$ cat src/rtl/conv_idx_seq_pkg.sv
// Shared constants and state encoding for the convolution index sequencer.
package conv_idx_seq_pkg;

    localparam int unsigned SZ_W   = 5;
    localparam int unsigned IDX_W  = 6;
    localparam int unsigned DIFF_W = IDX_W + 1;

    typedef enum logic [2:0] {
        ST_IDLE = 3'd0,
        ST_CLR  = 3'd1,
        ST_MAC  = 3'd2,
        ST_WRZ  = 3'd3,
        ST_DONE = 3'd4
    } state_t;

endpackage

$ cat src/rtl/conv_term_cmp.sv
// Terminal-count compares for the inner (j) and outer (i) loop indices.
module conv_term_cmp
    import conv_idx_seq_pkg::*;
(
    input  logic [IDX_W-1:0] i,
    input  logic [IDX_W-1:0] j,
    input  logic [SZ_W-1:0]  sz_x,
    input  logic [SZ_W-1:0]  sz_y,
    output logic             j_last,
    output logic             i_last
);

    // Sizes are widened before subtracting so 31+31-2 = 60 fits without wrap.
    assign j_last = (j == (IDX_W'(sz_x) - IDX_W'(1)));
    assign i_last = (i == (IDX_W'(sz_x) + IDX_W'(sz_y) - IDX_W'(2)));

endmodule

$ cat src/rtl/conv_idx_seq.sv
// Index/address sequencer driving X/Y/Z addresses and MAC strobes for 1-D convolution.
module conv_idx_seq
    import conv_idx_seq_pkg::*;
(
    input  logic             clk,
    input  logic             rstn,
    input  logic             start,
    input  logic [SZ_W-1:0]  sz_x,
    input  logic [SZ_W-1:0]  sz_y,
    output logic [SZ_W-1:0]  addr_x,
    output logic [SZ_W-1:0]  addr_y,
    output logic [IDX_W-1:0] addr_z,
    output logic             mac_en,
    output logic             clr_acc,
    output logic             wr_z,
    output logic             busy,
    output logic             done
);

    state_t            state_q, state_d;
    logic [IDX_W-1:0]  i_q, i_d;
    logic [IDX_W-1:0]  j_q, j_d;
    logic [SZ_W-1:0]   szx_q, szx_d;
    logic [SZ_W-1:0]   szy_q, szy_d;
    logic [DIFF_W-1:0] diff;
    logic              j_last;
    logic              i_last;

    // One extra bit keeps i-j from wrapping when j > i.
    assign diff = {1'b0, i_q} - {1'b0, j_q};

    conv_term_cmp u_term_cmp (
        .i      (i_q),
        .j      (j_q),
        .sz_x   (szx_q),
        .sz_y   (szy_q),
        .j_last (j_last),
        .i_last (i_last)
    );

    // State, counter and size-latch registers with synchronous active-low reset.
    always_ff @(posedge clk) begin
        if (!rstn) begin
            state_q <= ST_IDLE;
            i_q     <= '0;
            j_q     <= '0;
            szx_q   <= '0;
            szy_q   <= '0;
        end else begin
            state_q <= state_d;
            i_q     <= i_d;
            j_q     <= j_d;
            szx_q   <= szx_d;
            szy_q   <= szy_d;
        end
    end

    // Next-state, counter updates and Moore output decode.
    always_comb begin
        state_d = state_q;
        i_d     = i_q;
        j_d     = j_q;
        szx_d   = szx_q;
        szy_d   = szy_q;
        addr_x  = '0;
        addr_y  = '0;
        addr_z  = '0;
        mac_en  = 1'b0;
        clr_acc = 1'b0;
        wr_z    = 1'b0;
        busy    = 1'b0;
        done    = 1'b0;

        case (state_q)
            ST_IDLE: begin
                if (start) begin
                    szx_d   = sz_x;
                    szy_d   = sz_y;
                    i_d     = '0;
                    state_d = ((sz_x == '0) || (sz_y == '0)) ? ST_DONE : ST_CLR;
                end
            end
            ST_CLR: begin
                busy    = 1'b1;
                clr_acc = 1'b1;
                j_d     = '0;
                state_d = ST_MAC;
            end
            ST_MAC: begin
                busy   = 1'b1;
                addr_x = SZ_W'(j_q);
                addr_y = diff[SZ_W-1:0];
                mac_en = (i_q >= j_q) && (diff < DIFF_W'(szy_q));
                if (j_last) begin
                    state_d = ST_WRZ;
                end else begin
                    j_d = j_q + IDX_W'(1);
                end
            end
            ST_WRZ: begin
                busy   = 1'b1;
                wr_z   = 1'b1;
                addr_z = i_q;
                if (i_last) begin
                    state_d = ST_DONE;
                end else begin
                    i_d     = i_q + IDX_W'(1);
                    state_d = ST_CLR;
                end
            end
            ST_DONE: begin
                busy    = 1'b1;
                done    = 1'b1;
                state_d = ST_IDLE;
            end
            default: begin
                state_d = ST_IDLE;
            end
        endcase
    end

endmodule

$ cat config.mk
export PLATFORM = sky130hd
export DESIGN_NAME = conv_idx_seq
export DESIGN_NICKNAME = d
export VERILOG_FILES = /design/src/rtl/conv_idx_seq_pkg.sv /design/src/rtl/conv_term_cmp.sv /design/src/rtl/conv_idx_seq.sv
export SDC_FILE = /design/constraint.sdc
export NUM_CORES = 1
export LEC_CHECK = 0
export ABC_AREA = 1
export ABC_CLOCK_PERIOD_IN_PS = 5700
export BUFFER_PORTS_ARGS = -buffer_cell sky130_fd_sc_hd__buf_2
export CELL_PAD_IN_SITES_DETAIL_PLACEMENT = 1
export CELL_PAD_IN_SITES_GLOBAL_PLACEMENT = 2
export CORE_MARGIN = 2
export CORE_UTILIZATION = 33
export DETAILED_ROUTE_END_ITERATION = 8
export GPL_TIMING_DRIVEN = 1
export PLACE_DENSITY_LB_ADDON = 0.1
export REMOVE_ABC_BUFFERS = 1
export SKIP_CTS_REPAIR_TIMING = 1
export SYNTH_ARGS = -nofsm -noshare
export SYNTH_HDL_FRONTEND = slang
export SYNTH_SLANG_ARGS = --single-unit
$ cat constraint.sdc
create_clock -name clk -period 5.7 [get_ports clk]
set_input_delay 0.285 -clock clk [delete_from_list [all_inputs] [get_ports clk]]
set_output_delay 0.285 -clock clk [all_outputs]
set_load 0.01 [all_outputs]
==> qor.yml <==
power:
  p_per_area_nw_per_um2: 400
  irDropWorstVdd_mv: 0.166
  p_leak_nw: 1.16
clocking:
  clockBufferDepth: 2
  clock_latency_ns: 0.28
  clock-sinks: 25
  htreeDepth: 1
  tritoncts: "done"
  clkTransAtPathRegs_ns: 0.10
  root_buffer: "clkbuf_8"
  cts_buffers: 3
synth:
  yosysUniqueCellTypes: 32
  ys_top_cells_by_area: "dfxtp_1 24%, ha_1 13%, nand2_1 11%"
  ys_ff_latch: 25
  synth_enable_flop_cells: 0
  avgSynthCellArea_um2: 6.61
  ys_seq_area_share_pct: 23.8
  ys_warn_count: 0
  synth_common_cells: "61 x nand2_1, 44 x nor2_1, 40 x inv_1"
  netlist_area_um2: 2110
  synth_top_area_cell: "dfxtp_1"
  synth-main-ff-cell: "dfxtp_1"
  synth_top_area_share_pct: 23.8
  synth.most_common_cell: "nand2_1"
  async_flop_share_pct: 0
  synth_cells: 319
detailed_routing:
  drt_pre_antenna_iters: 4
  wl_per_cell_um: 14.1
  totalWireLength_um: 6060
  drt_iter0_drc: 80
  ant_nets: 0
  via_per_inst: 4.89
  vias: 2099
  drc: 0
finish:
  area_growth_pct: 13.7
  fin_nets: 390
  fill_cells: 834
  layout-drive-gt1-share_pct: 16.8
  antenna_cells: 0
floorplan:
  die-area_um2: 7040
  die_w_um: 83.9
  ios: 34
  start_util_pct: 33.6
  fp.coreArea_um2: 6280
  die_y_um: 83.9
  num_rows: 29
placed_design:
  portBuffers: 33
  globalplace.congestion: 0.825
  dp_hpwl_um: 4800
critical_path:
  worst_setup_path_end_kind: "output port"
  rr_startpoint: "szx_q[1]"
  startpoint_type: "flop"
  path_max_fanout: 5
  crit_type: "reg2out"
  r2r_slack_ns: 3.14
  cp.required_ns: 5.41
  reg2reg_depth: 17
  r2r-end: "i_q[4]"
  worst_ep_arrival_time_ns: 2.75
hold_path:
  min_path_type: "in2reg"
  min_from: "sz_y[3]"
  holdPathEnd: "szy_q[3]"
  holdPathStages: 3
timing:
  clock_skew_ns: 0.00619
  worst_pin_slew_ns: 0.375
  fmax_mhz: 330
  whs_ns: 0.274
  rsz0062_at_grt: "no"
  post-route-period-util_pct: 53.2
  fin_crit_ns: 3.03
  setup-tns-final_ns: 0
  slew_headroom_pct: 74.8
  finalMaxSlewViolations: 0
  hold_violations: 0
  setup_viol_count_final: 0
grt:
  grt_pass1_vias: 2059
  groute.usage.overall_pct: 18.4
  grt_max_degree: 23
  antenna_found_initial: 0
  gr-total-overflow: 0
  grt_pass1_wl_um: 10400
job:
  cap_viol_max_count: 0
outcome:
  run_status: "finished clean"
-- sequential cells by signal, indices dropped and copies added, names as in the netlist --
signal   flops
szy_q        5
j_q          6
i_q          6
state_q      3
szx_q        5
-- cells in the final DEF, fill, tap and decap left out, drive strengths merged --
cell / Yosys / layout
a21o: 2 / 2
a21oi: 25 / 25
buf: 2 / 33
clkbuf: 2 / 3
clkinv: 1 / 2
dfxtp: 25 / 25
fa: 2 / 2
ha: 22 / 22
inv: 48 / 48
nand2: 66 / 66
nand2b: 1 / 1
nand3: 29 / 29
nand3b: 1 / 1
nand4: 4 / 4
nor2: 48 / 48
nor3: 7 / 7
o21ai: 14 / 14
o31ai: 1 / 1
or2: 4 / 4
xnor2: 8 / 8
xor2: 7 / 7
-- critical path: stages (launching register included) --
cell and delay, ns:
dfxtp_1 0.43, inv_1 0.13, ha_1 0.24, fa_1 0.50, inv_1 0.05, ha_1 0.26, a21o_1 0.18, a21oi_1 0.13
nor2_1 0.05, o21ai_0 0.14, nand2_1 0.07, a21oi_1 0.13, buf_2 0.15
-- cells by family (layout without fill, tap and decap cells) --
| group | Yosys count | count (layout) | synth area share, % |
|---|---|---|---|
| DFF | 25 | 25 | 23.8 |
| adders and majority gates | 24 | 24 | 15.0 |
| xor gates and xnor gates | 15 | 15 | 6.59 |
| and+or+nand+nor | 160 | 160 | 34.7 |
| AOI/OAI and AO/OA | 42 | 42 | 10.3 |
| buffers and inverters | 53 | 86 | 9.62 |
-- final cells by class --
cell class / count / area, µm² / share of cell area (%)
Clock buffer: 3 / 41.3 / 1.72
Clock inverter: 1 / 5.00 / 0.209
Inverter: 49 / 184 / 7.68
Multi-Input combinational cell: 241 / 1400 / 58.6
Sequential cell: 25 / 500 / 20.9
Tap cell: 77 / 96.3 / 4.02
Timing Repair Buffer: 33 / 165 / 6.89
-- worst max path at each step --
stage               startpoint  endpoint  slack (ns)  depth (start not counted)
global placement        i_q[0]    mac_en        3.04                         12
global route            j_q[2]    mac_en        2.42                         13
floorplan               i_q[0]    mac_en        3.23                         11
finish                  i_q[0]    mac_en        2.67                         12
detailed placement      i_q[0]    mac_en        3.00                         12
CTS                     i_q[0]    mac_en        2.66                         12
-- stage by stage --
stage / instances / util, % / cell area [µm²] / setup slack [ns] / power (mW)
finish: 429 / 38.2 / 2400 / 2.67 / 0.958
global route: 429 / 38.2 / 2400 / 2.42 / 1.08
CTS: 429 / 38.2 / 2400 / 2.66 / 0.973
detailed placement: 425 / 37.4 / 2350 / 3.00 / 0.850
global placement: 425 / 37.4 / 2350 / 3.04 / 0.842
floorplan: 315 / - / 2090 / 3.23 / 0.708
-- routing by layer --
metal	track usage, %	vias up	share of wire [%]
li1	-	1090	-
met1	26.1	968	52
met2	29.2	36	43
met3	1.98	5	3.0
met4	5.72	0	1.4
met5	0	-	0
-- power by group --
part	switching, mW	leakage, nW	internal (mW)
clock	0.0663	0.0255	0.0492
sequential	0.0372	0.205	0.206
combinational	0.368	0.930	0.231
Note: power is estimated with default switching activity, not from simulation.
